**src/rtl/lcd_pkg.sv**
```systemverilog
// lcd_pkg: shared HD44780 command bytes, row addresses, sequencer states and default timing.
package lcd_pkg;
  typedef enum logic [2:0] {PWR_WAIT, INIT_NIB, INIT_BYTE, FRAME_START, SET_ADDR, WRITE_ROW} state_e;
  localparam logic [7:0] FUNC_SET  = 8'h28;
  localparam logic [7:0] DISP_ON   = 8'h0C;
  localparam logic [7:0] ENTRY     = 8'h06;
  localparam logic [7:0] CLEAR     = 8'h01;
  localparam logic [7:0] SET_DDRAM = 8'h80;
  localparam logic [7:0] ROW_ADDR  [4] = '{8'h00, 8'h40, 8'h10, 8'h50};
  localparam logic [7:0] INIT_NIBS [4] = '{8'h03, 8'h03, 8'h03, 8'h02};
  localparam logic [7:0] INIT_CMDS [4] = '{FUNC_SET, DISP_ON, ENTRY, CLEAR};
  localparam int DEF_E_PULSE   = 50;
  localparam int DEF_NIB_GAP   = 100;
  localparam int DEF_CMD_WAIT  = 4000;
  localparam int DEF_CLR_WAIT  = 200000;
  localparam int DEF_INIT_WAIT = 2000000;
endpackage

```
**src/rtl/char_lcd_printer_if.sv**
```systemverilog
// char_lcd_printer_if: 4-bit HD44780 write bus plus frame/init status.
interface char_lcd_printer_if;
  logic       lcd_rs;
  logic       lcd_rw;
  logic       lcd_e;
  logic [3:0] lcd_db;
  logic       print_fin;
  logic       init_done;
  modport master (output lcd_rs, lcd_rw, lcd_e, lcd_db, print_fin, init_done);
  modport slave  (input lcd_rs, lcd_rw, lcd_e, lcd_db, print_fin, init_done);
endinterface

```
**src/rtl/lcd_nibble_tx.sv**
```systemverilog
// lcd_nibble_tx: one nibble strobe (setup, E_PULSE high, hold) followed by gap idle cycles.
module lcd_nibble_tx import lcd_pkg::*; #(
  parameter int E_PULSE = DEF_E_PULSE
) (
  input  logic        clk,
  input  logic        rst,
  input  logic        start,
  input  logic [3:0]  nib,
  input  logic        rs,
  input  logic [31:0] gap,
  output logic        lcd_e,
  output logic [3:0]  lcd_db,
  output logic        lcd_rs,
  output logic        done
);
  logic        busy_q, busy_d, e_q, e_d, rs_q, rs_d;
  logic [3:0]  db_q, db_d;
  logic [31:0] cnt_q, cnt_d, gap_q, gap_d;
  // done marks the last idle cycle so a following start lands its setup cycle back-to-back
  always_comb begin
    done   = busy_q && cnt_q == 32'(E_PULSE + 1) + gap_q;
    busy_d = start || (busy_q && !done);
    cnt_d  = start ? 32'd0 : busy_q ? cnt_q + 32'd1 : cnt_q;
    db_d   = start ? nib : db_q;
    rs_d   = start ? rs : rs_q;
    gap_d  = start ? gap : gap_q;
    e_d    = busy_d && cnt_d >= 32'd1 && cnt_d <= 32'(E_PULSE);
  end
  always_ff @(posedge clk or posedge rst) begin
    if (rst) begin
      busy_q <= 1'b0;
      e_q    <= 1'b0;
      rs_q   <= 1'b0;
      db_q   <= '0;
      cnt_q  <= '0;
      gap_q  <= '0;
    end else begin
      busy_q <= busy_d;
      e_q    <= e_d;
      rs_q   <= rs_d;
      db_q   <= db_d;
      cnt_q  <= cnt_d;
      gap_q  <= gap_d;
    end
  end
  assign lcd_e  = e_q;
  assign lcd_db = db_q;
  assign lcd_rs = rs_q;
endmodule

```
**src/rtl/char_lcd_printer.sv**
```systemverilog
// char_lcd_printer: runs HD44780 init once, then streams 4 rows of a snapshotted 64-char frame forever.
module char_lcd_printer import lcd_pkg::*; #(
  parameter int E_PULSE   = DEF_E_PULSE,
  parameter int NIB_GAP   = DEF_NIB_GAP,
  parameter int CMD_WAIT  = DEF_CMD_WAIT,
  parameter int CLR_WAIT  = DEF_CLR_WAIT,
  parameter int INIT_WAIT = DEF_INIT_WAIT
) (
  input  logic         clk,
  input  logic         rst,
  input  logic [511:0] din,
  char_lcd_printer_if.master lcd
);
  state_e       state_q, state_d;
  logic [31:0]  wait_q, wait_d;
  logic [1:0]   idx_q, idx_d, row_q, row_d;
  logic [3:0]   col_q, col_d;
  logic         lo_q, lo_d, init_done_q, init_done_d, print_fin_q, print_fin_d;
  logic [511:0] snap_q, snap_d;
  logic         start, rs, done;
  logic [3:0]   nib;
  logic [31:0]  gap;
  logic [8:0]   base;
  logic [7:0]   chr, byte_d;
  // lo_q flags that the nibble in flight is the low (final) one of its byte
  always_comb begin
    state_d     = state_q;
    wait_d      = wait_q;
    idx_d       = idx_q;
    row_d       = row_q;
    col_d       = col_q;
    lo_d        = lo_q;
    snap_d      = snap_q;
    init_done_d = init_done_q;
    print_fin_d = 1'b0;
    start       = 1'b0;
    case (state_q)
      PWR_WAIT: begin
        wait_d = wait_q + 32'd1;
        if (wait_q == 32'(INIT_WAIT - 1)) begin
          state_d = INIT_NIB;
          idx_d   = '0;
          lo_d    = 1'b1;
          start   = 1'b1;
        end
      end
      INIT_NIB: if (done) begin
        start = 1'b1;
        idx_d = idx_q + 2'd1;
        if (idx_q == 2'd3) begin
          state_d = INIT_BYTE;
          lo_d    = 1'b0;
        end
      end
      INIT_BYTE: if (done) begin
        lo_d = !lo_q;
        if (!lo_q) start = 1'b1;
        else if (idx_q == 2'd3) begin
          state_d     = FRAME_START;
          init_done_d = 1'b1;
        end else begin
          idx_d = idx_q + 2'd1;
          start = 1'b1;
        end
      end
      FRAME_START: begin
        snap_d  = din;
        row_d   = '0;
        col_d   = '0;
        lo_d    = 1'b0;
        state_d = SET_ADDR;
        start   = 1'b1;
      end
      SET_ADDR: if (done) begin
        lo_d  = !lo_q;
        start = 1'b1;
        if (lo_q) state_d = WRITE_ROW;
      end
      WRITE_ROW: if (done) begin
        lo_d = !lo_q;
        if (!lo_q) start = 1'b1;
        else begin
          col_d = col_q + 4'd1;
          if (col_q != 4'd15) start = 1'b1;
          else if (row_q == 2'd3) begin
            state_d     = FRAME_START;
            print_fin_d = 1'b1;
          end else begin
            row_d   = row_q + 2'd1;
            state_d = SET_ADDR;
            start   = 1'b1;
          end
        end
      end
      default: state_d = PWR_WAIT;
    endcase
  end
  // the nibble to launch is chosen from next-state values so it is ready the cycle start fires
  always_comb begin
    base   = 9'd511 - {row_d, col_d, 3'b000};
    chr    = snap_q[base -: 8];
    byte_d = state_d == INIT_NIB  ? INIT_NIBS[idx_d] :
             state_d == INIT_BYTE ? INIT_CMDS[idx_d] :
             state_d == SET_ADDR  ? (SET_DDRAM | ROW_ADDR[row_d]) : chr;
    nib    = lo_d ? byte_d[3:0] : byte_d[7:4];
    rs     = state_d == WRITE_ROW;
    gap    = !lo_d ? 32'(NIB_GAP) :
             (state_d == INIT_BYTE && byte_d == CLEAR) ? 32'(CLR_WAIT) : 32'(CMD_WAIT);
  end
  always_ff @(posedge clk or posedge rst) begin
    if (rst) begin
      state_q     <= PWR_WAIT;
      wait_q      <= '0;
      idx_q       <= '0;
      row_q       <= '0;
      col_q       <= '0;
      lo_q        <= 1'b0;
      snap_q      <= '0;
      init_done_q <= 1'b0;
      print_fin_q <= 1'b0;
    end else begin
      state_q     <= state_d;
      wait_q      <= wait_d;
      idx_q       <= idx_d;
      row_q       <= row_d;
      col_q       <= col_d;
      lo_q        <= lo_d;
      snap_q      <= snap_d;
      init_done_q <= init_done_d;
      print_fin_q <= print_fin_d;
    end
  end
  lcd_nibble_tx #(.E_PULSE(E_PULSE)) u_tx (
    .clk    (clk),
    .rst    (rst),
    .start  (start),
    .nib    (nib),
    .rs     (rs),
    .gap    (gap),
    .lcd_e  (lcd.lcd_e),
    .lcd_db (lcd.lcd_db),
    .lcd_rs (lcd.lcd_rs),
    .done   (done)
  );
  assign lcd.lcd_rw    = 1'b0;
  assign lcd.init_done = init_done_q;
  assign lcd.print_fin = print_fin_q;
endmodule

```
**src/flat_wrapper.sv**
```systemverilog
// flat-port wrapper written by rule: the top's interface ports become plain ports
module char_lcd_printer_flat import lcd_pkg::*;
#(
  parameter int E_PULSE   = DEF_E_PULSE,
  parameter int NIB_GAP   = DEF_NIB_GAP,
  parameter int CMD_WAIT  = DEF_CMD_WAIT,
  parameter int CLR_WAIT  = DEF_CLR_WAIT,
  parameter int INIT_WAIT = DEF_INIT_WAIT
)
  (clk, rst, din, lcd_lcd_rs, lcd_lcd_rw, lcd_lcd_e, lcd_lcd_db, lcd_print_fin, lcd_init_done);
  char_lcd_printer_if lcd_i ();
  input  logic clk;
  input  logic rst;
  input  logic [511:0] din;
  output wire logic [$bits(lcd_i.lcd_rs)-1:0] lcd_lcd_rs;
  output wire logic [$bits(lcd_i.lcd_rw)-1:0] lcd_lcd_rw;
  output wire logic [$bits(lcd_i.lcd_e)-1:0] lcd_lcd_e;
  output wire logic [$bits(lcd_i.lcd_db)-1:0] lcd_lcd_db;
  output wire logic [$bits(lcd_i.print_fin)-1:0] lcd_print_fin;
  output wire logic [$bits(lcd_i.init_done)-1:0] lcd_init_done;
  assign lcd_lcd_rs = lcd_i.lcd_rs;
  assign lcd_lcd_rw = lcd_i.lcd_rw;
  assign lcd_lcd_e = lcd_i.lcd_e;
  assign lcd_lcd_db = lcd_i.lcd_db;
  assign lcd_print_fin = lcd_i.print_fin;
  assign lcd_init_done = lcd_i.init_done;
  char_lcd_printer #(.E_PULSE(E_PULSE), .NIB_GAP(NIB_GAP), .CMD_WAIT(CMD_WAIT), .CLR_WAIT(CLR_WAIT), .INIT_WAIT(INIT_WAIT)) u_core (.clk(clk), .rst(rst), .din(din), .lcd(lcd_i));
endmodule
```
**config.mk**
```make
export PLATFORM = sky130hd
export DESIGN_NAME = char_lcd_printer_flat
export DESIGN_NICKNAME = d
export VERILOG_FILES = /design/src/rtl/lcd_pkg.sv /design/src/rtl/char_lcd_printer_if.sv /design/src/rtl/lcd_nibble_tx.sv /design/src/rtl/char_lcd_printer.sv /design/src/flat_wrapper.sv
export SDC_FILE = /design/constraint.sdc
export NUM_CORES = 2
export LEC_CHECK = 0
export BUFFER_PORTS_ARGS = -buffer_cell sky130_fd_sc_hd__clkbuf_2
export CAP_MARGIN = 20
export CORE_ASPECT_RATIO = 1.25
export CORE_MARGIN = 2
export CORE_UTILIZATION = 43
export DETAILED_ROUTE_END_ITERATION = 6
export SLEW_MARGIN = 30
export SYNTH_ARGS = -nofsm -noshare
export SYNTH_HDL_FRONTEND = slang
export SYNTH_SLANG_ARGS = --single-unit
```
**constraint.sdc**
```tcl
create_clock -name clk -period 46.5 [get_ports clk]
set_input_delay 9.3 -clock clk [delete_from_list [all_inputs] [get_ports clk]]
set_output_delay 9.3 -clock clk [all_outputs]
set_load 0.02 [all_outputs]
```
# Word level (Yosys, flattened, before mapping)
# Cells that the tools add are included.
[word_totals]
ff_bits = 629
latch_bits = 0
ram_bits = 0
rom_bits = 0
input_bits = 514
out_inout_bits = 9
wordCells = 120
n_memories = 0
[op_classes]
addsub = 7
multipliers = 0
div = 0
magnitude_cmp = 4
n_eq_ne = 15
shifts = 1
muxes = 64
bitwise = 2
reduce_logical = 12
[op_table]
columns = ["operator", "count"]
rows = [
  ["indexed part select 519 x 10 -> 8 bit", 1],
  ["two-way mux 32 bit", 3],
  ["adder 32 x 1 -> 32 bit, second input constant", 2],
  ["two-way mux 8 bit", 7],
  ["binary-select mux 8 bit (select 2 bit)", 3],
  ["two-way mux 3 bit", 12],
  ["adder 6 x 32 -> 32 bit, first input constant", 1],
  ["== test 32 x 21 -> 1 bit, second input constant", 1],
  ["== test 32 bit", 1],
  [">= comparator 32 x 1 -> 1 bit, second input constant", 1],
  ["less-or-equal comparator 32 x 6 -> 1 bit, second input constant", 1],
  ["two-way mux 1 bit", 18],
  ["two-way mux 18 bit", 1],
  ["two-way mux 2 bit", 9],
  ["case mux 3 bit (6 select lines)", 1],
  ["two-way mux 7 bit", 2],
  ["== test 3 bit, second input constant", 4],
  ["two-way mux 4 bit", 3],
  ["== test 3 x 2 -> 1 bit, second input constant", 3],
  ["subtractor 9 bit, first input constant", 1],
  ["== test 8 x 1 -> 1 bit, second input constant", 1],
  ["case mux 4 bit (2 select lines)", 1],
  ["== test 3 x 1 -> 1 bit, second input constant", 2],
  [">= comparator 3 bit, second input constant", 2],
  ["other kinds (16)", 24],
]

# Longest topological paths before layout
[depth]
ltp_word = 17
mapped_depth = 17
depth_no_buf = 17

# By module
# From an unflattened synthesis, not the netlist that was laid out.
[hier_totals]
cells_unflattened = 3863
area_unflattened_um2 = 31450.2
[modules_own_cells]
columns = ["module", "instances", "cells_per_inst", "area_per_inst_um2", "seq_area_each_um2"]
rows = [
  ["char_lcd_printer", 1, 3388, 26980.9, 13963.4],
  ["lcd_nibble_tx", 1, 475, 4469.3, 1776.7],
]

# Worst setup path after synthesis
# No wires, ideal clock.
[synth_path]
path_kind = "flip-flop to output port"
start = "register u_core.u_tx.db_q[1] (netlist: u_core.u_tx.lcd_db[1])"
end = "output port lcd_lcd_db[1]"
arrival_time_ps = 425
t_required_ps = 37200
slack_ps = 36775
path_stages_with_launch = 1
path_buffers = 0
cell_sequence = "dfrtp_1"
[synth_rtl]
columns = ["element", "line", "text"]
rows = [
  ["start, declared", "lcd_nibble_tx.sv:17", "logic [3:0] db_q, db_d;"],
  ["start signal, assigned", "lcd_nibble_tx.sv:34", "db_q <= '0;"],
  ["start signal, assigned", "lcd_nibble_tx.sv:41", "db_q <= db_d;"],
  ["end, declared", "flat_wrapper.sv:18", "output wire logic [$bits(lcd_i.lcd_db)-1:0] lcd_lcd_db;"],
]
# No word-level cell between the ends.

==> impl_results.md <==
- Status: finished clean
- Antenna Nets Post-Route: 0
- Placed insts: 4865
- Core Box Area: between 60000 and 70000 sq um
- Largest net degree at the start of global routing: roughly 210
- H-tree levels: 3
- Synth top cells by count: nand2_1, dfrtp_1, clkbuf_1
- Die Area: about 70000 sq um
- Placed cell area: 32500 sq um
- Fill cells: between 6000 and 7000
- Crit path DAT: approximately 12000 ps
- Setup TNS: 0 ps
- Area of the multi-input gates: 13300 sq um
- Hold Crit Start: u_core.wait_q[6]$_DFFE_PP0P_
- Worst-case vdd ir drop: roughly 0.000023 V
- FF-to-FF Start: u_core.u_tx.cnt_q[16]$_DFF_PP0_
- Cell row count: between 100 and 150
- HPWL after DPL: between 70000 and 80000 microns
- R2R Path End: u_core.u_tx.gap_q[6]$_DFFE_PP0N_
- Fmax: between 0.09 and 0.1 GHz
- Count leader, synth: nand2_1
- Post-Layout Inst Area: between 30000 and 40000 sq um
- Hold path cells: 1
- Area delta synth->final: 18.8%
- Synthesis Warnings: 0
- Hold WS: 460 ps
- Cell area power density: roughly 32 nW/um^2
- Setup crit end kind: asynchronous set/reset pin
- WL/cell: roughly 22 microns
- Mapped Cells: 3665
- Die X: between 200 and 250 microns
- Hold Violations, Final: 0
- Finished Layout Cells: around 5000
- Root buffer cell: clkbuf_16
- CTS tree: built
- Critical path class: input pin to asynchronous set/reset pin
- Routed via count: between 20000 and 30000
- Clk sinks: between 600 and 700
- Vias/cell: between 5 and 6
- I/O pin count: approximately 520
- Slew @ Worst Pin: ~1100 ps
- Synth area leaders: dfrtp_1, nand2_1, mux2i_1
- First-pass GRT wire length: approximately 160000 microns
- Final setup skew: ~20 ps
- Average size of a mapped cell: approximately 8.0 sq um
- GRT overflow: 0
- Hold buffer count at cts: 0
- HP Class: flop to flop
- R2R setup slack: between 40000 and 50000 ps
- Layout cells sized above 1: 0.171
- Number of synthesized register bits: about 600
- Post-route setup slack: 35550 ps
- Antenna violations before repair: 8
- Net Sw Frac: 0.222
- Clock slew at reported path FFs: 60 ps
- Final RePlAce weighted congestion: approximately 0.92
- Die Height: roughly 300 microns
- Cell variety after synth: 78
- Mapped Area: ~30000 sq um
- Clock Power Share: 0.493
- 1st-iter DRT viols: between 2000 and 2500
- Setup violations, final: 0
- Setup WS pre-CTS: 34600 ps
- WL final: between 100000 and 150000 microns
- Deepest clock path buffer count: 3
- Port Buffers: 521
- Sequential power share: 0.472
- Top_reg_cell synth: dfrtp_1
- Reg2Reg Depth: 13
- Final Slew Violations: 0
- Post-cts resize count: 0
- Combinational Power Share: 0.035
- Post-synth top area share: 0.515
- RSZ-0062 raised after global routing: no
- Crit-path max FO: 148
- Max-cap violations: 0
- Later-pin clock latency in the skew report: approximately 610 ps
- Sequential share of the synthesized area: 0.515
- Starting density of the core: 0.433
- Total track usage: 0.304
- Async set or reset register ratio after synthesis: 1.00
- Post-synth EDFFs: 0
- Inserted Clock Buffers: 67
- First drt pass iteration count: 5
- Nets: around 4600
- Drt drc: 0
- Postcts setup bufs: 0
- Max-slew headroom: 0.294
- Fin crit share: 0.235
- Syn nets: approximately 4200
- Static leakage: between 15 and 20 nW
- Tmin final: about 11000 ps
- Post-synth top area cell: dfrtp_1
- Number of global-route vias before repair: about 26000
- Sequential Area: 15100 sq um
- Required time worst endpoint: 47230 ps
- P_sw: about 250 uW
- Internal power: 865 uW
- Setup crit start kind: input pin
- Worst hold endpoint: u_core.wait_q[6]$_DFFE_PP0P_
==> cells by family after synthesis <==
kind of cell / count (synthesis) / synth area share
compound gates: 326 / 0.0746
xor+xnor: 70 / 0.0209
fa+ha+maj: 11 / 0.00470
buf+inv: 246 / 0.0347
flops: 603 / 0.515
mux: 90 / 0.0313
other cells: 1 / 0.000128
simple gates: 2318 / 0.319
==> worst max-delay path, cell delays in order <==
cell and delay [ps]:
clkbuf_2 130, clkinv_8 350, buf_12 620, buf_12 470
buf_16 420
==> metrics by stage <==
stage               power, mW   util
global placement        0.574  0.479
floorplan               0.543      -
finish                   1.11  0.514
detailed placement      0.573  0.480
global route             1.15  0.514
CTS                      1.12  0.513
==> power by group through the flow <==
| stage | clock, mW | combinational (mW) | sequential [mW] |
|---|---|---|---|
| after floorplan | 0 | 0.00819 | 0.535 |
| after global placement | 0 | 0.0399 | 0.534 |
| after detailed placement | 0 | 0.0392 | 0.534 |
| after CTS | 0.559 | 0.0394 | 0.525 |
| after global routing | 0.579 | 0.0422 | 0.524 |
| final | 0.548 | 0.0389 | 0.525 |
==> final cells by class <==
type | count | area share
inverter | 22 | 0.00338
multi-input combinational | 2816 | 0.382
timing repair buffer | 554 | 0.0854
clock buffer | 91 | 0.0539
tap | 872 | 0.0313
sequential | 603 | 0.433
antenna | 4 | 0.000287
clock inverter | 29 | 0.0104
==> sequential cells by signal, indices dropped and copies added (netlist names) <==
signal	flops
u_core.snap_q	512
u_core.u_tx.cnt_q	32
u_core.wait_q	32
u_core.u_tx.gap_q	6
u_core.col_q	4
u_core.u_tx.lcd_db	4
u_core.state_q	3
u_core.idx_q	2
u_core.row_q	2
u_core.lcd.init_done	1
u_core.lcd.print_fin	1
u_core.lo_q	1
u_core.u_tx.busy_q	1
u_core.u_tx.lcd_e	1
u_core.u_tx.lcd_rs	1
==> layer usage <==
| metal | share of wire | global-route usage | vias up | routed length, microns |
|---|---|---|---|---|
| met5 | 0.00047 | 0 | - | 51 |
| met4 | 0.035 | 0.122 | 8 | 3820 |
| met3 | 0.053 | 0.0419 | 180 | 5730 |
| met2 | 0.49 | 0.505 | 870 | 52700 |
| met1 | 0.42 | 0.403 | 13100 | 45300 |
| li1 | - | - | 12700 | - |
==> worst max-delay path by stage <==
stage          startpoint                        endpoint  depth (start not counted)
2_1_floorplan         rst       u_core.col_q[0]$_DFF_PP0_                          1
3_3_place_gp          rst  u_core.snap_q[288]$_DFFE_PP0P_                          4
3_5_place_dp          rst  u_core.snap_q[288]$_DFFE_PP0P_                          4
4_1_cts               rst  u_core.snap_q[262]$_DFFE_PP0P_                          4
5_1_grt               rst  u_core.snap_q[358]$_DFFE_PP0P_                          5
6_report              rst  u_core.snap_q[263]$_DFFE_PP0P_                          5
==> cells in the final DEF (no fill, tap or decap), types with 12 or more instances in the layout <==
cell type	n
o211ai_1	12
o22ai_1	12
o21ai_0	36
clkinv_2	14
clkbuf_16	67
a31oi_1	27
a21oi_1	95
clkbuf_2	521
nor2_1	95
inv_1	15
dfrtp_1	603
nand4_1	47
nand3_1	117
xnor2_1	37
clkbuf_1	13
xor2_1	33
buf_4	22
nor3_1	24
nand2_1	1920
mux2i_1	80
a211oi_1	13
a22oi_1	36
and3_1	37
Power figures use the tool's default switching activity.
